### src/rtl/matrix_pkg.sv
// matrix_pkg: shared state encoding and bus widths for the matrix merge block
package matrix_pkg;
    localparam int MAT_ADDR_W  = 12;
    localparam int BANK_ADDR_W = 6;
    localparam int DATA_W      = 16;
    typedef enum logic [1:0] {IDLE, READ, FLUSH} state_t;
endpackage

### src/rtl/matrix_merge_if.sv
// matrix_merge_if: control, bank-read and destination-write signals of matrix_merge (MATRIX_MERGE_BASE_EN adds base_addr_in)
interface matrix_merge_if #(parameter int CNT = 64, parameter int BIT = $clog2(CNT)) ();
    import matrix_pkg::*;
    logic                           start_in;
    logic [BIT:0]                   row_cnt_in;
    logic [BIT:0]                   col_cnt_in;
    logic                           rdy_out;
    logic                           done_out;
    logic [BANK_ADDR_W-1:0]         addrb_out;
    logic [CNT-1:0][DATA_W-1:0]     doutb_in;
    logic                           wea_out;
    logic [MAT_ADDR_W-1:0]          addra_out;
    logic [DATA_W-1:0]              dina_out;
`ifdef MATRIX_MERGE_BASE_EN
    logic [MAT_ADDR_W-1:0]          base_addr_in;
    modport slave (input start_in, row_cnt_in, col_cnt_in, doutb_in, base_addr_in,
                   output rdy_out, done_out, addrb_out, wea_out, addra_out, dina_out);
    modport master (output start_in, row_cnt_in, col_cnt_in, doutb_in, base_addr_in,
                    input rdy_out, done_out, addrb_out, wea_out, addra_out, dina_out);
`else
    modport slave (input start_in, row_cnt_in, col_cnt_in, doutb_in,
                   output rdy_out, done_out, addrb_out, wea_out, addra_out, dina_out);
    modport master (output start_in, row_cnt_in, col_cnt_in, doutb_in,
                    input rdy_out, done_out, addrb_out, wea_out, addra_out, dina_out);
`endif
endinterface

### src/rtl/matrix_addr_gen.sv
// matrix_addr_gen: block/element counters and incremental destination address
module matrix_addr_gen import matrix_pkg::*; #(
    parameter bit IS_ROW = 1'b1,
    parameter int BIT    = 6
) (
    input  logic                  clk,
    input  logic                  rst_n,
    input  logic                  run,
    input  logic [BIT:0]          rows,
    input  logic [BIT:0]          cols,
    output logic [BIT-1:0]        elem,
    output logic [BIT-1:0]        blk,
    output logic [MAT_ADDR_W-1:0] addr,
    output logic                  last
);
    logic [BIT-1:0]        elem_q, elem_d, blk_q, blk_d;
    logic [MAT_ADDR_W-1:0] addr_q, addr_d, base_q, base_d, elem_step, blk_step;
    logic [BIT:0]          len, nblk;
    logic                  elem_last, blk_last;
    // Element steps within a block, block steps move the block start; address tracks both without multiplying
    always_comb begin
        len       = IS_ROW ? cols : rows;
        nblk      = IS_ROW ? rows : cols;
        elem_step = IS_ROW ? MAT_ADDR_W'(1) : MAT_ADDR_W'(cols);
        blk_step  = IS_ROW ? MAT_ADDR_W'(cols) : MAT_ADDR_W'(1);
        elem_last = (BIT+1)'(elem_q) + (BIT+1)'(1) == len;
        blk_last  = (BIT+1)'(blk_q) + (BIT+1)'(1) == nblk;
        last      = elem_last && blk_last;
        elem_d    = (!run || elem_last) ? '0 : elem_q + BIT'(1);
        blk_d     = !run ? '0 : elem_last ? blk_q + BIT'(1) : blk_q;
        base_d    = !run ? '0 : elem_last ? base_q + blk_step : base_q;
        addr_d    = !run ? '0 : elem_last ? base_q + blk_step : addr_q + elem_step;
        elem      = elem_q;
        blk       = blk_q;
        addr      = addr_q;
    end
    // Counters are held at zero whenever no read sweep is running
    always_ff @(posedge clk) begin
        if (!rst_n) begin
            elem_q <= '0;
            blk_q  <= '0;
            base_q <= '0;
            addr_q <= '0;
        end else begin
            elem_q <= elem_d;
            blk_q  <= blk_d;
            base_q <= base_d;
            addr_q <= addr_d;
        end
    end
endmodule

### src/rtl/matrix_merge.sv
// matrix_merge: gathers a matrix spread over CNT banks into one destination BRAM (MATRIX_MERGE_BASE_EN adds a base address)
module matrix_merge import matrix_pkg::*; #(
    parameter string STYLE = "ROW",
    parameter int    CNT   = 64,
    parameter int    BIT   = $clog2(CNT)
) (
    input logic           clk,
    input logic           rst_n,
    matrix_merge_if.slave bus
);
    localparam bit           IS_ROW = (STYLE == "ROW");
    localparam logic [BIT:0] CNT_W  = (BIT+1)'(CNT);
    state_t                state_q, state_d;
    logic                  start_q, flush_q, flush_d, done_q, done_d, rdy_q, rdy_d;
    logic [BIT:0]          rows_q, rows_d, cols_q, cols_d, rows_sat, cols_sat;
    logic                  v1_q, v1_d, wea_q, wea_d, go, zero, last;
    logic [BIT-1:0]        bsel_q, bsel_d, elem, blk;
    logic [MAT_ADDR_W-1:0] dst1_q, dst1_d, addra_q, addra_d, addr, base;
    logic [DATA_W-1:0]     dina_q, dina_d;
`ifdef MATRIX_MERGE_BASE_EN
    logic [MAT_ADDR_W-1:0] base_q, base_d;
    assign base_d = go ? bus.base_addr_in : base_q;
    assign base   = base_q;
`else
    assign base = '0;
`endif
    matrix_addr_gen #(.IS_ROW(IS_ROW), .BIT(BIT)) u_gen (
        .clk(clk), .rst_n(rst_n), .run(state_q == READ), .rows(rows_q), .cols(cols_q),
        .elem(elem), .blk(blk), .addr(addr), .last(last)
    );
    // Start detection, FSM next state and the two-stage read/write pipeline
    always_comb begin
        rows_sat = (bus.row_cnt_in > CNT_W) ? CNT_W : bus.row_cnt_in;
        cols_sat = (bus.col_cnt_in > CNT_W) ? CNT_W : bus.col_cnt_in;
        go       = bus.start_in && !start_q && state_q == IDLE;
        zero     = rows_sat == '0 || cols_sat == '0;
        state_d  = (state_q == IDLE) ? ((go && !zero) ? READ : IDLE) :
                   (state_q == READ) ? (last ? FLUSH : READ) : (flush_q ? IDLE : FLUSH);
        flush_d  = state_q == FLUSH && !flush_q;
        done_d   = (go && zero) || (state_q == FLUSH && flush_q);
        rdy_d    = state_d == IDLE;
        rows_d   = go ? rows_sat : rows_q;
        cols_d   = go ? cols_sat : cols_q;
        v1_d     = state_q == READ;
        bsel_d   = blk;
        dst1_d   = addr;
        wea_d    = v1_q;
        addra_d  = v1_q ? dst1_q + base : addra_q;
        dina_d   = v1_q ? bus.doutb_in[bsel_q] : dina_q;
    end
    // All state and outputs registered; reset aborts any merge and blocks a held start
    always_ff @(posedge clk) begin
        if (!rst_n) begin
            state_q <= IDLE;
            start_q <= 1'b1;
            flush_q <= 1'b0;
            done_q  <= 1'b0;
            rdy_q   <= 1'b1;
            rows_q  <= '0;
            cols_q  <= '0;
            v1_q    <= 1'b0;
            bsel_q  <= '0;
            dst1_q  <= '0;
            wea_q   <= 1'b0;
            addra_q <= '0;
            dina_q  <= '0;
`ifdef MATRIX_MERGE_BASE_EN
            base_q  <= '0;
`endif
        end else begin
            state_q <= state_d;
            start_q <= bus.start_in;
            flush_q <= flush_d;
            done_q  <= done_d;
            rdy_q   <= rdy_d;
            rows_q  <= rows_d;
            cols_q  <= cols_d;
            v1_q    <= v1_d;
            bsel_q  <= bsel_d;
            dst1_q  <= dst1_d;
            wea_q   <= wea_d;
            addra_q <= addra_d;
            dina_q  <= dina_d;
`ifdef MATRIX_MERGE_BASE_EN
            base_q  <= base_d;
`endif
        end
    end
    assign bus.rdy_out   = rdy_q;
    assign bus.done_out  = done_q;
    assign bus.addrb_out = BANK_ADDR_W'(elem);
    assign bus.wea_out   = wea_q;
    assign bus.addra_out = addra_q;
    assign bus.dina_out  = dina_q;
endmodule

### src/flat_wrapper.sv
// flat-port wrapper written by rule: the top's interface ports become plain ports
module matrix_merge_flat import matrix_pkg::*;
#(
    parameter string STYLE = "   ",
    parameter int    CNT   = 64,
    parameter int    BIT   = $clog2(CNT)
)
  (clk, rst_n, bus_start_in, bus_row_cnt_in, bus_col_cnt_in, bus_doutb_in, bus_rdy_out, bus_done_out, bus_addrb_out, bus_wea_out, bus_addra_out, bus_dina_out);
  matrix_merge_if #(.CNT(CNT), .BIT(BIT)) bus_i ();
  input logic clk;
  input logic rst_n;
  input wire logic [$bits(bus_i.start_in)-1:0] bus_start_in;
  input wire logic [$bits(bus_i.row_cnt_in)-1:0] bus_row_cnt_in;
  input wire logic [$bits(bus_i.col_cnt_in)-1:0] bus_col_cnt_in;
  input wire logic [$bits(bus_i.doutb_in)-1:0] bus_doutb_in;
  output wire logic [$bits(bus_i.rdy_out)-1:0] bus_rdy_out;
  output wire logic [$bits(bus_i.done_out)-1:0] bus_done_out;
  output wire logic [$bits(bus_i.addrb_out)-1:0] bus_addrb_out;
  output wire logic [$bits(bus_i.wea_out)-1:0] bus_wea_out;
  output wire logic [$bits(bus_i.addra_out)-1:0] bus_addra_out;
  output wire logic [$bits(bus_i.dina_out)-1:0] bus_dina_out;
  assign bus_i.start_in = bus_start_in;
  assign bus_i.row_cnt_in = bus_row_cnt_in;
  assign bus_i.col_cnt_in = bus_col_cnt_in;
  assign bus_i.doutb_in = bus_doutb_in;
  assign bus_rdy_out = bus_i.rdy_out;
  assign bus_done_out = bus_i.done_out;
  assign bus_addrb_out = bus_i.addrb_out;
  assign bus_wea_out = bus_i.wea_out;
  assign bus_addra_out = bus_i.addra_out;
  assign bus_dina_out = bus_i.dina_out;
  matrix_merge #(.STYLE(STYLE), .CNT(CNT), .BIT(BIT)) u_core (.clk(clk), .rst_n(rst_n), .bus(bus_i));
endmodule
### config.mk
export PLATFORM = sky130hd
export DESIGN_NAME = matrix_merge_flat
export DESIGN_NICKNAME = d
export VERILOG_FILES = /design/src/rtl/matrix_pkg.sv /design/src/rtl/matrix_merge_if.sv /design/src/rtl/matrix_addr_gen.sv /design/src/rtl/matrix_merge.sv /design/src/flat_wrapper.sv
export SDC_FILE = /design/constraint.sdc
export NUM_CORES = 1
export LEC_CHECK = 0
export CAP_MARGIN = 20
export CORE_AREA = 2 2 421 423
export DETAILED_ROUTE_END_ITERATION = 12
export DIE_AREA = 0 0 423 425
export DONT_BUFFER_PORTS = 1
export PLACE_DENSITY = 0.3
export SLEW_MARGIN = 0
export SYNTH_ARGS = -nofsm -noshare
export SYNTH_HDL_FRONTEND = slang
export SYNTH_HIERARCHICAL = 1
export SYNTH_SLANG_ARGS = --single-unit
### constraint.sdc
create_clock -name clk -period 3.6 [get_ports clk]
set_clock_uncertainty 0.1 [all_clocks]
set_input_delay 0.72 -clock clk [delete_from_list [all_inputs] [get_ports clk]]
set_output_delay 0.72 -clock clk [all_outputs]
set_load 0.01 [all_outputs]
Word-level counts from Yosys, hierarchy flattened
Cells that the tools add are included.
{ "op_classes": {"n_addsub": 6, "order_cmp": 3, "eq_ne": 4, "muxes": 10, "n_bitwise": 1, "reduce_logical": 20} }
{ "op_table": {"columns": ["op", "n"], "rows": [
  ["16-bit binary-select mux with 6-bit select", 1],
  ["16-bit two-way mux", 1],
  ["6-bit by 1-bit adder with 7-bit output, second input constant", 2],
  ["7-bit == test", 2],
  ["7-bit greater-than comparator, second input constant", 2],
  ["7-bit logical NOT", 2],
  ["7-bit two-way mux", 2],
  ["12-bit by 1-bit adder with 12-bit output, second input constant", 1],
  ["12-bit by 7-bit adder with 12-bit output", 1],
  ["6-bit by 1-bit adder with 6-bit output, second input constant", 2],
  ["12-bit two-way mux", 1],
  ["2-bit two-way mux", 4],
  ["1-bit logical AND", 7],
  ["6-bit by 7-bit less-than comparator with 1-bit output, second input constant", 1],
  ["1-bit logical NOT", 4],
  ["2-bit logical NOT", 2],
  ["1-bit logical OR", 3],
  ["2-bit by 1-bit == test with 1-bit output, second input constant", 1],
  ["2-bit == test, second input constant", 1],
  ["2-bit AND reduction", 1],
  ["2-bit OR reduction", 1],
  ["1-bit two-way mux", 1],
  ["1-bit NOT", 1]
]} }
{ "word_totals": {"regBits": 104, "output_inout_bits": 37, "elab_cells": 61} }

Depth between registers and ports, before layout
{ "logic_depth": {"depth_word": 9, "depth_mapped": 9} }

Modules after synthesis
The synthesis kept the hierarchy.
{ "modules_own_cells": {"columns": ["module", "n_inst", "cells_each", "area_per_inst_um2", "seq_area_each_um2"], "rows": [
  ["matrix_merge", 1, 1085, 10741.6, 1361.3],
  ["matrix_addr_gen", 1, 285, 2452.4, 720.7]
]} }

Worst setup path after synthesis
OpenSTA, ideal clock, no wires.
{ "synth_path": {"kind": "reg2reg", "from": "register u_core.u_gen.elem_q[0], in the netlist u_core/u_gen/elem[0]", "to": "register u_core.rdy_q, in the netlist u_core/bus.rdy_out", "arrival_ps": 2376, "t_required_ps": 3413, "slack_ps": 1037, "stages_incl_launch_ff": 10, "path_buffers": 1, "cell_sequence": "dfxtp_1 -> ha_1 -> xnor2_1 -> a211oi_2 -> and4b_1 -> buf_2 -> nand2_2 -> a2111oi_1 -> o22ai_1 -> o31ai_1"} }
{ "synth_between": {"elab_chain_len": 7} }
{ "synth_lines": {"columns": ["item", "line", "text"], "rows": [
  ["start, declared", "matrix_addr_gen.sv:16", "logic [BIT-1:0] elem_q, elem_d, blk_q, blk_d;"],
  ["start signal, assigned", "matrix_addr_gen.sv:45", "elem_q <= elem_d;"],
  ["6-bit by 1-bit adder with 7-bit output", "matrix_addr_gen.sv:26", "elem_last = (BIT+1)'(elem_q) + (BIT+1)'(1) == len;"],
  ["7-bit == test", "matrix_addr_gen.sv:26", null],
  ["1-bit logical AND", "matrix_addr_gen.sv:28", "last = elem_last && blk_last;"],
  ["via u_core.last", "matrix_merge.sv:16", "logic v1_q, v1_d, wea_q, wea_d, go, zero, last;"],
  ["2-bit two-way mux (2 in a row)", "matrix_merge.sv:38", "(state_q == READ) ? (last ? FLUSH : READ) : (flush_q ? IDLE : FLUSH);"],
  ["2-bit two-way mux", "matrix_merge.sv:37", "state_d = (state_q == IDLE) ? ((go && !zero) ? READ : IDLE) :"],
  ["2-bit logical NOT", "matrix_merge.sv:41", "rdy_d = state_d == IDLE;"],
  ["end signal, assigned", "matrix_merge.sv:75", "rdy_q <= rdy_d;"],
  ["end, declared", "matrix_merge.sv:14", "logic start_q, flush_q, flush_d, done_q, done_d, rdy_q, rdy_d;"]
]} }
The timed path passes the listed nets, and every way through them passes these cells.
A chain may end at the register's enable or synchronous reset.

Final worst setup path
{ "layout_path": {"from": "register u_core.bsel_q[2]", "to": "register u_core.dina_q[15], in the netlist u_core/bus.dina_out[15]"} }
{ "layout_between": {"elab_chain_len": 2} }
{ "layout_lines": {"columns": ["item", "line", "text"], "rows": [
  ["start, declared", "matrix_merge.sv:17", "logic [BIT-1:0] bsel_q, bsel_d, elem, blk;"],
  ["start signal, assigned", "matrix_merge.sv:79", "bsel_q <= bsel_d;"],
  ["16-bit binary-select mux with 6-bit select", "matrix_merge.sv:49", "dina_d = v1_q ? bus.doutb_in[bsel_q] : dina_q;"],
  ["16-bit two-way mux (not written as such)", "matrix_merge.sv:49", null],
  ["end signal, assigned", "matrix_merge.sv:83", "dina_q <= dina_d;"],
  ["end, declared", "matrix_merge.sv:19", "logic [DATA_W-1:0] dina_q, dina_d;"]
]} }
Every way passes these cells. The select of a mux whose other input is x is not followed.

==> out/summary.txt <==
status -> complete, no violations
layout cell share with drive strength beyond 1 -> 35.4%
global-route usage over all layers -> 13.5%
root buffer cell -> clkbuf_16
# fillers -> 20.3k
synth unique cells -> 64
Async SR Flop Fraction -> 0%
CTS Hold Bufs -> 0
Slew @ Worst Pin -> 1.27 ns
final worst slack -> 0.179 ns
initial antenna violation count -> 157
critical path endpoint category -> flop
die area -> 180000 um^2
area delta synth->final -> 28.6%
final setup TNS -> 0 ns
Worst EP required -> 3.79 ns
fin nets -> 2385
Post-synth EDFFs -> 0
Routed WL -> 128000 um
Leak Pwr -> 4.37 nW
pwr/cell area -> 170 nW/um^2
Initial Util -> 7.52%
Max Cap Violations -> 0
routability cong. -> 1.12
DRT Pass-1 Iters -> 5
Final Util -> 9.68%
Routed Antenna Nets -> 0
routed wl met3 -> 12400 um
final setup violating endpoints -> 0
Reg clk slew, reported paths -> 0.11 ns
sequential-to-total area share from yosys stat -> 15.8%
WL met1 -> 48800 um
Slew headroom -> 14.5%
DP Worst Slack -> -0.241 ns
WS Path Type -> flop to flop
drt wl/cell -> 34.1 um
Hold Crit Class -> primary input to flop
clk_lat worst skew -> 0.43 ns
Max clock buf depth -> 2
Mapped Cells -> 1370
grt total ovfl -> 0
core area -> 175000 um^2
total number of vias -> 13.5k
Routed met2 length -> 62300 um
mapped cell area -> 13200 um^2
CP Max Fanout -> 63
CP arrival -> 3.61 ns
largest net degree at the start of global routing -> 73
Tmin final -> 3.42 ns
DRT iter0 DRCs -> 1089
Clock Sink Count -> 104
Final HPWL DP -> 114000 um
global-route wire length before repair -> 155000 um
H-Tree Depth -> 3
port bufs -> 0
Yosys reg bits -> 104
Placed Area -> 16400 um^2
Post-Syn Nets -> 2422
vias in the first global route -> 13.2k
die span in y -> 425 um
Startpoint Class -> flop
Via density -> 3.59
synth warn -> 6
Cell Rows -> 154
Peak supply drop -> 0.238 mV
CTS tree -> done
WHS Path Cells -> 1
mean area per synthesized cell -> 9.63 um^2
final hold vios -> 0
Synth Flop Type -> dfxtp_1
RSZ-0062 raised after global routing -> no
die width -> 423 um
depth of the worst register-to-register path -> 9
total CTS buffers -> 9
I/O Pins -> 1078
Remaining DRCs -> 0
multi-input combinational cell area -> 10500 um^2
DR top layer -> met5
Tcrit/Tclk final -> 95.0%
Reg area -> 2090 um^2
Tot Pwr -> 2.88 mW
final instance area -> 17000 um^2
Highest Clock Rate -> 0.292 GHz
Slew Viols, Final -> 0
-- area by class of cell --
cell class | instances | share of cell area, %
Clock inverter | 7 | 0.538
Tap cell | 2340 | 17.3
Antenna cell | 91 | 1.34
Multi-Input combinational cell | 1110 | 62.0
Clock buffer | 9 | 1.33
Sequential cell | 104 | 12.3
Inverter | 13 | 0.288
Timing Repair Buffer | 95 | 4.91
-- through the flow --
| stage | instances | hold slack [ns] |
|---|---|---|
| after floorplan | 1370 | 0.329 |
| after global placement | 3659 | 0.372 |
| after detailed placement | 3662 | 0.371 |
| after CTS | 3678 | 0.241 |
| after global routing | 3734 | 0.266 |
| final | 3769 | 0.284 |
-- flip-flops by register name, indices dropped and copies added, names as in the netlist --
signal,count
u_core/state_q,2
u_core/flush_q,1
u_core/bsel_q,6
u_core/dst1_q,12
u_core/rows_q,7
u_core/start_q,1
u_core/u_gen/addr,12
u_core/cols_q,7
u_core/v1_q,1
u_core/bus.done_out,1
u_core/u_gen/base_q,12
u_core/u_gen/elem,6
u_core/bus.wea_out,1
u_core/bus.addra_out,12
u_core/bus.dina_out,16
u_core/bus.rdy_out,1
u_core/u_gen/blk,6
-- repair_timing --
item / 4_1_cts / 5_1_grt
setup endpoints to repair: 1 / 0
gates resized for setup: 1 / 0
endpoints found under the hold margin: 0 / 0
buffers inserted: 0 / 0
-- where the power goes --
group / leakage (nW) / internal (mW) / switching, mW
clock network: 0.153 / 0.510 / 0.688
logic: 3.38 / 0.266 / 0.235
registers: 0.841 / 1.16 / 0.0224
total: 4.37 / 1.94 / 0.945
-- kinds of logic (layout without fill, tap and decap cells) --
logic type                 count (synthesis)  in the layout  synth area share, %
AOI/OAI and AO/OA                        415            415                 21.8
xor gates and xnor gates                  31             31                 2.28
adders and majority gates                 11             11                 1.10
buffers and inverters                    156            124                 5.57
DFF                                      104            104                 15.8
muxes                                    332            332                 39.1
other                                      0             91                    0
and+or+nand+nor                          321            321                 14.3
-- cell usage in the layout, fill, tap and decap left out, types with 29 or more instances in the layout --
cell type,n
nand3b_1,29
a22oi_1,32
mux4_2,128
o22ai_1,66
o21ai_0,72
nor2b_1,83
a211oi_1,66
o31ai_1,47
buf_4,84
a22o_1,32
nand2_1,35
a21oi_1,31
nor3_1,61
mux2_2,192
diode_2,91
dfxtp_1,101
-- metal layers --
metal  global-route usage (%)  up-vias
li1                         -     5555
met1                     15.5     6767
met2                     22.6      910
met3                     5.27      245
met4                     4.69       44
met5                    0.529        -
-- critical path, stage by stage (launching register included) --
cell and delay [ns]:
dfxtp_4 0.71, buf_12 0.30, buf_12 0.33, mux2_2 0.42, o22ai_1 0.13, nor3_1 0.10
buf_4 0.18, nor3_1 0.55, buf_4 0.23, o221ai_1 0.11
-- Yosys cell counts (all sizes together), types with 2 or more instances --
cell type,count,area [um^2]
mux4,128,2880
xnor2,16,140
a21oi,31,155
and3b,2,17.5
nor3b,3,22.5
nor3,73,365
a22o,32,280
a211o,2,17.5
mux2,192,2160
o211ai,4,30.0
ha,10,125
nand2,37,144
nor2,7,26.3
dfxtp,104,2080
o22ai,66,413
inv,13,48.8
nor4,2,12.5
buf,61,378
nand2b,5,31.3
a21boi,16,120
o2111ai,2,17.5
o31ai,54,410
or2,4,25.0
o21a,5,37.5
or4b,2,20.0
o311ai,3,26.3
xor2,13,114
nor2b,84,526
a22oi,32,240
or4,16,120
and2,22,138
clkbuf,82,308
or3,5,31.3
o21ai,72,360
a21o,2,15.0
nand3b,29,218
mux2i,12,120
nand3,17,85.1
o221ai,16,140
nand4,2,12.5
a211oi,67,508
o41ai,3,26.3
and3,8,50.1
-- worst paths after layout --
check                                          endpoint                  start  slack, ns
worst max-delay path            u_core/bus.dina_out[15]       u_core/bsel_q[2]       0.18
worst min-delay path                     u_core/start_q                  rst_n       0.28
worst max register to register  u_core/bus.dina_out[15]       u_core/bsel_q[2]       0.18
worst min register to register        u_core/dst1_q[11]  u_core/u_gen/addr[11]       0.38
Note: power is estimated with default switching activity, not from simulation.
